--- src/rtl/noc_local_inject_arbiter.sv ---
// Packet-granular round-robin arbiter that shares one router local input port among NUM_REQ node-side flit sources.
// Optional lock-stall watchdog enabled by defining NOC_INJ_ARB_WDOG_EN.
`ifndef Noc_Data_Width
`define Noc_Data_Width 32
`endif

module noc_local_inject_arbiter #(
  parameter int unsigned NUM_REQ     = 4,
  parameter int unsigned DATA_W      = `Noc_Data_Width,
  parameter int unsigned WDOG_CYCLES = 256
) (
  input  logic                      noc_clk,
  input  logic                      noc_rst_n,
  input  logic [NUM_REQ-1:0]        req_valid,
  output logic [NUM_REQ-1:0]        req_ready,
  input  logic [NUM_REQ*DATA_W-1:0] req_flit,
  input  logic [NUM_REQ-1:0]        req_is_header,
  input  logic [NUM_REQ-1:0]        req_is_tail,
  output logic                      out_valid,
  input  logic                      out_ready,
  output logic [DATA_W-1:0]         out_flit,
  output logic                      out_is_header,
  output logic                      out_is_tail,
  output logic [2:0]                arb_owner,
  output logic                      arb_err
);

  localparam int unsigned IDX_W = 3;

  typedef enum logic {
    IDLE = 1'b0,
    LOCK = 1'b1
  } state_t;

  state_t             state;
  state_t             state_next;
  logic [IDX_W-1:0]   rr_ptr;
  logic [IDX_W-1:0]   win_idx;
  logic [IDX_W-1:0]   sel_idx;
  logic [IDX_W:0]     scan;
  logic               win_found;
  logic               grant_en;
  logic               slot_free;
  logic               xfer;
  logic               timeout;
  logic [DATA_W-1:0]  sel_flit;
  logic               sel_header;
  logic               sel_tail;

  if (NUM_REQ < 2 || NUM_REQ > 8 || WDOG_CYCLES < 2) begin : g_param_check
    $error("noc_local_inject_arbiter: parameter out of range");
  end

  function automatic logic [IDX_W-1:0] wrap_inc(input logic [IDX_W-1:0] idx);
    if (32'(idx) + 32'd1 >= NUM_REQ) return '0;
    return idx + IDX_W'(1);
  endfunction

  assign slot_free = !out_valid || out_ready;
  assign xfer      = |(req_valid & req_ready);

  // First header-carrying requester at or after rr_ptr, wrapping around.
  always_comb begin : winner
    win_found = 1'b0;
    win_idx   = '0;
    scan      = '0;
    for (int k = 0; k < NUM_REQ; k++) begin
      scan = {1'b0, rr_ptr} + (IDX_W+1)'(k);
      if (scan >= (IDX_W+1)'(NUM_REQ)) scan = scan - (IDX_W+1)'(NUM_REQ);
      for (int i = 0; i < NUM_REQ; i++) begin
        if (!win_found && req_valid[i] && req_is_header[i] && scan == (IDX_W+1)'(i)) begin
          win_found = 1'b1;
          win_idx   = IDX_W'(i);
        end
      end
    end
  end

  always_ff @(posedge noc_clk or negedge noc_rst_n) begin : state_reg
    if (!noc_rst_n) state <= IDLE;
    else            state <= state_next;
  end

  always_comb begin : fsm_next
    state_next = state;
    case (state)
      IDLE:    if (xfer && !sel_tail) state_next = LOCK;
      LOCK:    if ((xfer && sel_tail) || timeout) state_next = IDLE;
      default: state_next = IDLE;
    endcase
  end

  // Grant decode: arbitration winner in IDLE, locked owner in LOCK.
  always_comb begin : fsm_out
    grant_en  = 1'b0;
    sel_idx   = arb_owner;
    req_ready = '0;
    case (state)
      IDLE: begin
        grant_en = win_found;
        sel_idx  = win_idx;
      end
      LOCK:    grant_en = 1'b1;
      default: grant_en = 1'b0;
    endcase
    for (int i = 0; i < NUM_REQ; i++) begin
      req_ready[i] = grant_en && slot_free && (sel_idx == IDX_W'(i));
    end
  end

  always_comb begin : flit_mux
    sel_flit   = '0;
    sel_header = 1'b0;
    sel_tail   = 1'b0;
    for (int i = 0; i < NUM_REQ; i++) begin
      if (sel_idx == IDX_W'(i)) begin
        sel_flit   = req_flit[i*DATA_W +: DATA_W];
        sel_header = req_is_header[i];
        sel_tail   = req_is_tail[i];
      end
    end
  end

  // Owner is captured on the header grant; the pointer moves past the owner once its packet ends.
  always_ff @(posedge noc_clk or negedge noc_rst_n) begin : arb_reg
    if (!noc_rst_n) begin
      rr_ptr    <= '0;
      arb_owner <= '0;
    end else begin
      if (state == IDLE && xfer) arb_owner <= sel_idx;
      if (xfer && sel_tail)      rr_ptr    <= wrap_inc(sel_idx);
      else if (timeout)          rr_ptr    <= wrap_inc(arb_owner);
    end
  end

  always_ff @(posedge noc_clk or negedge noc_rst_n) begin : out_stage
    if (!noc_rst_n) begin
      out_valid     <= 1'b0;
      out_flit      <= '0;
      out_is_header <= 1'b0;
      out_is_tail   <= 1'b0;
    end else if (xfer) begin
      out_valid     <= 1'b1;
      out_flit      <= sel_flit;
      out_is_header <= sel_header;
      out_is_tail   <= sel_tail;
    end else if (slot_free) begin
      out_valid     <= 1'b0;
    end
  end

`ifdef NOC_INJ_ARB_WDOG_EN
  localparam int unsigned WDOG_W = $clog2(WDOG_CYCLES) + 1;

  logic [WDOG_W-1:0] wdog_cnt;
  logic              err_q;

  // Releases a lock whose owner stopped sending; no tail is fabricated.
  assign timeout = (state == LOCK) && !xfer && (wdog_cnt == WDOG_W'(WDOG_CYCLES - 1));
  assign arb_err = err_q;

  always_ff @(posedge noc_clk or negedge noc_rst_n) begin : wdog_reg
    if (!noc_rst_n) begin
      wdog_cnt <= '0;
      err_q    <= 1'b0;
    end else begin
      if (state != LOCK || xfer) wdog_cnt <= '0;
      else                       wdog_cnt <= wdog_cnt + WDOG_W'(1);
      if (timeout) err_q <= 1'b1;
    end
  end
`else
  assign timeout = 1'b0;
  assign arb_err = 1'b0;
`endif

endmodule

--- config.mk ---
export PLATFORM = sky130hd
export DESIGN_NAME = noc_local_inject_arbiter
export DESIGN_NICKNAME = d
export VERILOG_FILES = /design/src/rtl/noc_local_inject_arbiter.sv
export SDC_FILE = /design/constraint.sdc
export NUM_CORES = 1
export LEC_CHECK = 0
export ABC_AREA = 1
export BUFFER_PORTS_ARGS = -buffer_cell sky130_fd_sc_hd__buf_2
export CORE_ASPECT_RATIO = 1.5
export CORE_MARGIN = 4
export CORE_UTILIZATION = 40
export DETAILED_ROUTE_END_ITERATION = 7
export GPL_ROUTABILITY_DRIVEN = 0
export HOLD_SLACK_MARGIN = 0.03
export PLACE_DENSITY_LB_ADDON = 0.1
export SKIP_LAST_GASP = 1
export SLEW_MARGIN = 20
export SYNTH_ARGS = -nofsm -noshare
export SYNTH_HDL_FRONTEND = slang
export SYNTH_SLANG_ARGS = --single-unit
--- constraint.sdc ---
create_clock -name noc_clk -period 5.1 [get_ports noc_clk]
set_input_delay 1.02 -clock noc_clk [delete_from_list [all_inputs] [get_ports noc_clk]]
set_output_delay 1.02 -clock noc_clk [all_outputs]
set_load 0.01 [all_outputs]
* After elaboration in Yosys (flattened, before gate mapping)
Cells that the tools add are included.
** Cells by class
- Add/subtract/negate cells :: 9
- Multipliers :: 0
- Divide/modulo/power cells :: 0
- Magnitude comparators :: 5
- Equality and inequality tests :: 15
- Shift operators :: 0
- Multiplexer cells :: 58
- Bitwise operators :: 2
- Reduce and logical (&&, ||, !) cells :: 80
** Operator list (number)
- 32-bit two-way mux :: 4
- 1-bit logical AND :: 55
- 3-bit two-way mux :: 14
- 4-bit by 2-bit == test with 1-bit output, second input constant :: 8
- 1-bit two-way mux :: 31
- 1-bit zero test :: 17
- 4-bit by 1-bit == test with 1-bit output, second input constant :: 4
- 4-bit by 3-bit greater-or-equal comparator with 1-bit output, second input constant :: 4
- 4-bit zero test :: 4
- 4-bit two-way mux :: 4
- 4-bit by 3-bit subtractor with 4-bit output, second input constant :: 3
- 3-bit by 1-bit adder with 4-bit output, second input constant :: 2
- 3-bit by 2-bit adder with 4-bit output, second input constant :: 2
- 3-bit by 2-bit == test with 1-bit output, second input constant :: 2
- 2-bit two-way mux :: 3
- 4-bit bitwise AND :: 1
- 1-bit one-hot mux with 2 select lines :: 2
- 4-bit OR reduction :: 1
- 3-bit by 3-bit subtractor with 4-bit output, second input constant :: 1
- 3-bit by 1-bit adder with 3-bit output, second input constant :: 1
- 3-bit by 1-bit == test with 1-bit output, second input constant :: 1
- 3-bit greater-or-equal comparator, second input constant :: 1
- 3-bit zero test :: 1
- 2-bit nonzero test :: 1
- 2 further kinds :: 2
** Word-level totals
- Bits in registers :: 42
- Latch bits :: 0
- RAM bits :: 0
- Memory bits (read-only) :: 0
- Bits of input ports :: 143
- Output and inout bits :: 43
- Word-level logic and storage cells :: 176
- Memories :: 0

* Depth between registers and ports, before layout
Gate-level depths: netlist (run 1).
- Depth after elaboration :: 90
- Depth in mapped cells :: 33
- Gate-level depth less buffers :: 31

* Least setup slack after synthesis (run 1)
Ideal clock, no wire load.
- Path kind :: input-to-output
- From :: input req_is_header[1]
- To :: output req_ready[3]
- Arrival :: 3375 ps
- Required time :: 4080 ps
- Path slack :: 705 ps
- Stages on the path :: 18
- Path buffers :: 1
- Path through :: nand2_1 > nor2_1 > nor2_1 > nand2_1 > nor2_2 > nand4_1 > a21oi_2 > nand4_2 > nor3_2 > nand2_1 > o211ai_1 > nor2_1 > nor2_1 > ha_1 > ha_1 > clkbuf_1 > inv_1 > nor2_1
** Between the ends
- Word-level cells in the longest chain between the ends :: 76
- Elaborated cells between the ends (all ways) :: 93
- Classes of those cells :: eq/ne (1); mux (32); reduce/logical (60)
** RTL lines
- start, declared :: line 17 : input logic [NUM_REQ-1:0] req_is_header,
- 1-bit logical AND (2 in a row) :: line 71 : if (!win_found && req_valid[i] && req_is_header[i] && scan == (IDX_W+1)'(i)) begin
- 1-bit two-way mux :: line 71
- 1-bit zero test :: line 71
- 1-bit logical AND (3 in a row) :: line 71
- 1-bit two-way mux :: line 71
- 1-bit zero test :: line 71
- 1-bit logical AND (3 in a row) :: line 71
- 1-bit two-way mux :: line 71
- (+54 left out)
- 1-bit two-way mux :: line 71
- 1-bit zero test :: line 71
- 1-bit logical AND (3 in a row) :: line 71
- 3-bit two-way mux (*) :: line 71
- 3-bit two-way mux (*) :: line 98 : case (state)
- named net sel_idx[1] :: line 39 : logic [IDX_W-1:0] sel_idx;
- 3-bit by 2-bit == test with 1-bit output (*) :: line 107 : req_ready[i] = grant_en && slot_free && (sel_idx == IDX_W'(i));
- 1-bit logical AND (*) :: line 107
- end, declared :: line 15 : output logic [NUM_REQ-1:0] req_ready,
The timed path passes the listed nets; every way through them passes the cells marked *.

* Worst setup path in the final report (run 1)
- From :: register rr_ptr[1]
- To :: output req_ready[3]
** Between the ends
- Word-level cells in the longest chain between the ends :: 83
- Elaborated cells between the ends (all ways) :: 128
- Classes of those cells :: add/sub (7); order compare (4); eq/ne (13); mux (37); reduce/logical (67)
** RTL lines
- start, declared :: line 37 : logic [IDX_W-1:0] rr_ptr;
- start signal, assigned :: line 131 : if (xfer && sel_tail) rr_ptr <= wrap_inc(sel_idx);
- start signal, assigned :: line 132 : else if (timeout) rr_ptr <= wrap_inc(arb_owner);
- 3-bit by 3-bit subtractor with 4-bit output or 3-bit greater-or-equal comparator (tied branches) :: line 69 : if (scan >= (IDX_W+1)'(NUM_REQ)) scan = scan - (IDX_W+1)'(NUM_REQ);
- 4-bit two-way mux :: line 69
- 4-bit zero test :: line 71
- 1-bit logical AND :: line 71
- 1-bit two-way mux :: line 71
- 1-bit zero test :: line 71
- 1-bit logical AND (3 in a row) :: line 71
- 1-bit two-way mux :: line 71
- (+64 left out)
- 1-bit two-way mux :: line 71
- 1-bit zero test :: line 71
- 1-bit logical AND (3 in a row) :: line 71
- 3-bit two-way mux (*) :: line 71
- 3-bit two-way mux (*) :: line 98
- named net sel_idx[0] :: line 39
- 3-bit by 2-bit == test with 1-bit output (*) :: line 107
- 1-bit logical AND (*) :: line 107
Marks and branches as above.

==> impl_results.md, run 1 <==
* Status: finished, final reports clean
* H-tree Lvls at 2
* Die ar. at 10000 um^2
* Yosys top cell by area: dfrtp_1
* Max Buffers Root-to-Sink at 2
* Comb pwr share at 0.712
* Sequential power share at 0.187
* Routed vias at 4205
* Crit path kind: flip-flop to primary output
* Startpoint Class: flip-flop
* Switching share of power at 0.537
* Fin crit share at 0.942
* Fin. max-slew vios at 0
* Design internal power at 1.49 mW
* Setup TNS at 0 ps
* Count leader, synth: nand2_1
* Critical-path cell list: nor2_1, inv_2, nand2_1, nand2_1, inv_1, ha_1, inv_1, o21ai_0, nor2_1, a31oi_1, nor3_1, nor3_2, nand4_1, nand3_1, nand2_1, inv_1, ha_1, ha_2, inv_1, nor2_1, buf_2
* Chip height at 120 um
* EDFF count, synth at 0
* Max incr delay on CP at 480 ps
* Port bufs at 184
* Crit Path Max Fanout at 7
* Final hold vios at 0
* Clock Power Share at 0.102
* Final setup viols at 0
* Critical Path Slowest Stage Cell: dfrtp_1
* Vias in the first global route at between 4000 and 5000
* Synthesis-to-layout area growth at 33.6%
* Core area at a little over 8000 um^2
* Max Cap Viol at 0
* Dpl cells at 810
* Layout cells sized above 1 at 0.316
* # fillers at 826
* Pwr/cell area at 714 nW/um^2
* Vias/cell at between 5 and 6
* Lkg Pwr at around 2.5 nW
* Largest net degree at the start of global routing at 43
* Final #Nets at roughly 860
* Syn Inst Count at ~540
* DR WL/cell at 14.4 um
* Yosys warns at 0
* Initial antenna violation count at 2
* Die X at 83.0 um
* Worst Path Required at just over 4000 ps
* Post-CTS setup repair buffer count at 0
* Root buf cell: clkbuf_16
* Initial Utilization at 0.416
* Final Skew at 3.47 ps
* Arrival time worst endpoint at approximately 3800 ps
* Most Frequent Cell on Critical Path: inv_1
* Antenna viol nets, final at 0
* Number of synthesized register bits at 42
* Synth Cell Area at around 3400 um^2
* CTS tree: yes
* FMAX at 208 MHz
* Rows at 40
* P_sw at 1.73 mW
* Final worst setup slack at 295 ps
* Clock sinks at 42
* Worst hold-check path type: flip-flop to flip-flop
* RSZ-0062 raised after global routing: no
* Top Ports at 186
* Num CTS Buffers at 5
* Clk_lat worst skew at 290 ps
* Sequential fraction of the synthesis area at 0.311
* FF/Latch Area at 1050 um^2
* Ys async rst share at 1.00
* Layout Cells excl Fill at 819
* CTS resizes at 0
* Worst setup EP type: primary output
* Slew @ Worst Pin at 949 ps
* Drt pass-1 iters at 5
* 1st-iter DRT viols at 268
* Post-DP HPWL at about 9300 um
* Area of the multi-input gates at 2030 um^2
* Mean post-synth cell area at 6.20 um^2
* Clock transition at path regs at 60 ps
* Setup WS pre-CTS at 360 ps
* Top_reg_cell synth: dfrtp_1
* Synth top area share at 0.311
* Tot GR Track Use at 0.226
* Ranking of synthesized cells by area: dfrtp_1 31%, nand2_1 22%, nand3_1 12%, o21ai_0 10%, inv_1 3.7%
* Distinct cells, synth at 32
* Crit path time final at 4810 ps
* First-pass GRT wire length at approximately 19000 um
* Net Count, Synth at 696
* DRC Markers at 0
* Detailed Route WL at between 10000 and 15000 um
* Max_slew headroom at 0.367
* Hold buffers post-CTS at 0
* Top post-synthesis cells by count: 202 x nand2_1, 84 x nand3_1, 70 x o21ai_0
* Max rail drop VDD at 0.000406 V
* Grt ovf at 0
* Total Power at ~3.2 mW
-- cell families (layout without fill, tap and decap cells) --
family	count (synthesis)	in the layout	share of synthesized area
AND/OR/NAND/NOR	344	344	0.440
AO/OA/AOI/OAI	79	79	0.124
buffers and inverters	69	238	0.0901
flip-flops	42	42	0.311
adder cells (fa/ha/maj)	9	9	0.0334
other	1	2	0.00111
-- power groups by stage --
stage                     Clock [mW]  Sequential [mW]  Combinational, mW
after floorplan                    0            0.636               1.64
after global placement             0            0.601               2.25
after detailed placement           0            0.599               2.31
after CTS                      0.335            0.598               2.31
after global routing           0.350            0.619               2.63
final                          0.327            0.600               2.29
-- layout make-up --
class,instances,share of cell area
Multi-Input combinational cell,433,0.451
Sequential cell,42,0.233
Timing Repair Buffer,193,0.222
Clock buffer,7,0.0316
Inverter,37,0.0308
Tap cell,105,0.0291
Clock inverter,1,0.00194
Antenna cell,1,0.000555
-- flip-flops by register name, summed over array words and instances (netlist names), named ones only --
register,flops
out_valid,1
out_is_header,1
out_is_tail,1
rr_ptr,3
arb_owner,3
out_flit,32
-- cells in the final DEF (no fill, tap or decap), types with 2 or more instances in the layout --
cell type  Yosys  layout
nand2_1      202     200
buf_2          3     184
nand3_1       84      84
o21ai_0       70      69
dfrtp_1       42      41
inv_1         33      33
nor2_1        31      29
ha_1           9       8
buf_4          1       8
nand2_2        5       7
nor3_1         6       6
nand4_1        6       6
clkbuf_16      0       5
nor2_2         2       4
inv_2          3       3
o211ai_1       3       3
nand3_2        2       2
nand4_2        2       2
-- per-layer routing --
layer	GRT usage	vias up	part of all wire
met1	0.250	1905	0.37
met5	0	-	0.0010
li1	-	2105	-
met2	0.422	167	0.53
met4	0.0890	2	0.026
met3	0.0443	26	0.068
-- critical path, delay by kind of cell, from the launching register on --
family,cells,cell delay (ps)
DFF,1,480
AOI/OAI and AO/OA,2,550
adders and majority gates,3,500
buffers and inverters,6,600
and+or+nand+nor,10,1370
-- final timing paths --
kind,slack [ps],from,to,depth (start not counted)
min in group asynchronous,880,noc_rst_n,out_flit[13]$_DFFE_PN0P_,1
worst min-delay path,470,out_flit[30]$_DFFE_PN0P_,out_flit[30]$_DFFE_PN0P_,2
worst max register to register,490,rr_ptr[1]$_DFFE_PN0P_,rr_ptr[1]$_DFFE_PN0P_,27
worst max-delay path,290,rr_ptr[1]$_DFFE_PN0P_,req_ready[3],21
max in group asynchronous,3560,noc_rst_n,rr_ptr[0]$_DFFE_PN0P_,1
worst min register to register,470,out_flit[30]$_DFFE_PN0P_,out_flit[30]$_DFFE_PN0P_,2
-- metrics by stage --
| stage | instance area, um^2 | hold slack [ps] | util |
|---|---|---|---|
| after floorplan | 3370 | 513 | - |
| after CTS | 4500 | 477 | 0.555 |
| after global placement | 4350 | 459 | 0.536 |
| after global routing | 4510 | 504 | 0.556 |
| final | 4510 | 473 | 0.556 |
| after detailed placement | 4350 | 460 | 0.536 |
Note: power is estimated with default switching activity, not from simulation.
==> run 2, diff against run 1 <==
Settings changed: CORE_ASPECT_RATIO 1.5 to 1.25.
==> impl_results.md, run 2 (synthesis results as in run 1) <==
* Status: finished, final reports clean (unchanged)
* Detailed Route WL at 11900 um (was 11800 um)
* Chip height at 111 um (was 120 um)
* Top reg by flops: out_flit (unchanged)
* Layout cells sized above 1 at 0.323 (was 0.316)
* Most Crowded Layer GR: met2 (unchanged)
* Max_slew headroom at 0.609 (was 0.367)
* Max Buffers Root-to-Sink at 2 (unchanged)
* Routed vias at 4133 (was 4205)
* Core area at 8240 um^2 (was 8110 um^2)
* Sequential power share at 0.187 (about the same)
* Antenna viol nets, final at 0 (unchanged)
* Setup TNS at 0 ps (unchanged)
* Worst setup EP type: primary output (unchanged)
* Critical path origin: rr_ptr[0]$_DFFE_PN0P_ (was rr_ptr[1]$_DFFE_PN0P_)
* Met3 Use GR at 0.0462 (was 0.0443)
* Switching share of power at 0.549 (was 0.537)
* Final #Nets at 869 (was 864)
* Most frequent cells in the layout: 200 x nand2_1, 184 x buf_2, 84 x nand3_1 (unchanged)
* Top Ports at 186 (unchanged)
* H-tree Lvls at 2 (unchanged)
* Pwr/cell area at 707 nW/um^2 (was 714 nW/um^2)
* Clock sinks at 42 (unchanged)
* Design area at 4480 um^2 (was 4510 um^2)
* N_diodes at 0 (was 1)
* DRC Markers at 0 (unchanged)
* Initial antenna violation count at 0 (was 2)
* Minimum hold slack at 476 ps (was 473 ps)
* Vias/cell at 5.07 (was 5.13)
* Grt ovf at 0 (unchanged)
* Layout Cells excl Fill at 815 (was 819)
* Clock transition at path regs at 70 ps (was 60 ps)
* Die ar. at 9980 um^2 (was 10000 um^2)
* Worst Path Required at 4080 ps (about the same)
* HP Start: out_flit[29]$_DFFE_PN0P_ (was out_flit[30]$_DFFE_PN0P_)
* Initial Utilization at 0.410 (was 0.416)
* Comb pwr share at 0.740 (was 0.712)
* Fin. max-slew vios at 0 (unchanged)
* Final worst setup slack at 362 ps (was 295 ps)
* P_sw at 1.74 mW (was 1.73 mW)
* Root buf cell: clkbuf_8 (was clkbuf_16)
* Final Skew at 12.3 ps (was 3.47 ps)
* Arrival time worst endpoint at 3720 ps (was 3790 ps)
* Die X at 90.2 um (was 83.0 um)
* Num CTS Buffers at 5 (unchanged)
* Slew @ Worst Pin at 580 ps (was 949 ps)
* Crit Path Max Fanout at 21 (was 7)
* Dpl cells at 805 (was 810)
* Clk_lat worst skew at 300 ps (was 290 ps)
* Setup WS pre-CTS at 371 ps (was 360 ps)
* Final hold vios at 0 (unchanged)
* Fin crit share at 0.929 (was 0.942)
* Final setup viols at 0 (unchanged)
* FMAX at 211 MHz (was 208 MHz)
* M1 GR Usage at 0.263 (was 0.250)
* Most common cell after layout, fill and taps aside: nand2_1 (unchanged)
* 1st-iter DRT viols at 241 (was 268)
* Post-DP HPWL at 9390 um (was 9310 um)
* Tot GR Track Use at 0.231 (was 0.226)
* Worst hold-check path type: flip-flop to flip-flop (unchanged)
* Max Cap Viol at 0 (unchanged)
* Largest net degree at the start of global routing at 68 (was 43)
* Vias in the first global route at 4010 (was 4034)
* Global Route met2 Usage at 0.427 (was 0.422)
* Synthesis-to-layout area growth at 32.9% (was 33.6%)
* Max reg flops at 32 (unchanged)
* Drt pass-1 iters at 5 (unchanged)
* First-pass GRT wire length at 18900 um (was 18700 um)
* Core Util, Final at 0.544 (was 0.556)
* Port bufs at 184 (unchanged)
* Rows at 37 (was 40)
* RR Startpoint: rr_ptr[0]$_DFFE_PN0P_ (was rr_ptr[1]$_DFFE_PN0P_)
* Clock Power Share at 0.072 (was 0.102)
* CTS tree: yes (unchanged)
* DR WL/cell at 14.6 um (was 14.4 um)
* Top flop regs: out_flit x32, arb_owner x3, rr_ptr x3 (unchanged)
* Placed Area at 4350 um^2 (unchanged)
* Design internal power at 1.43 mW (was 1.49 mW)
* Startpoint Class: flip-flop (unchanged)
* Lkg Pwr at 2.53 nW (was 2.54 nW)
* Total Power at 3.17 mW (was 3.22 mW)
* Crit path time final at 4740 ps (was 4810 ps)
* Max rail drop VDD at 0.000242 V (was 0.000406 V)
* Crit path kind: flip-flop to primary output (unchanged)
[run 2: worst paths after layout]
kind	cells past startpoint	slack, ps	endpoint
setup / recovery	23	360	req_ready[1]
hold reg to reg	2	480	out_flit[29]$_DFFE_PN0P_
hold / removal	2	480	out_flit[29]$_DFFE_PN0P_
setup reg to reg	27	600	arb_owner[2]$_DFFE_PN0P_
max in group asynchronous	2	3950	rr_ptr[0]$_DFFE_PN0P_
min in group asynchronous	1	640	out_flit[14]$_DFFE_PN0P_
[run 2: power by group through the flow]
stage	clock network (mW)	registers, mW	logic (mW)
2_1_floorplan	0	0.636	1.64
3_3_place_gp	0	0.595	2.27
5_1_grt	0.251	0.616	2.69
6_report	0.229	0.594	2.35
3_5_place_dp	0	0.593	2.33
4_1_cts	0.232	0.593	2.33
[run 2: layout make-up]
cell class                      count  area (um^2)
Fill cell                         867         3760
Multi-Input combinational cell    433         2040
Sequential cell                    42         1050
Timing Repair Buffer              198         1040
Inverter                           37          141
Tap cell                           97          121
Clock buffer                        7         86.3
Clock inverter                      1         5.00
[run 2: per-layer routing]
layer / vias up / share of wire
li1: 2110 / -
met4: 0 / 0.023
met5: - / 0
met2: 152 / 0.52
met1: 1848 / 0.39
met3: 23 / 0.066
[run 2: repair_timing]
action | CTS | global route
buffers inserted | 0 | 1
hold buffers | 0 | 0
setup endpoints to repair | 0 | 6
gates resized for setup | 0 | 7
[run 2: worst max-delay path, cell delays in order (launching register included)]
cell and delay [ps]:
dfrtp_2 470, nand2_2 160, nand2_2 80, nand2_1 80, inv_1 50, ha_1 280
inv_1 60, nand3_2 70, o21ai_2 140, nand2_1 120, nand3_1 110, nor2_1 70
nand3_2 90, nand4_2 140, nor3_2 270, nand2_1 90, o211ai_1 160, nor2_1 70
nor2_2 180, inv_1 90, ha_1 220, inv_4 200, nor3_1 90, buf_2 140
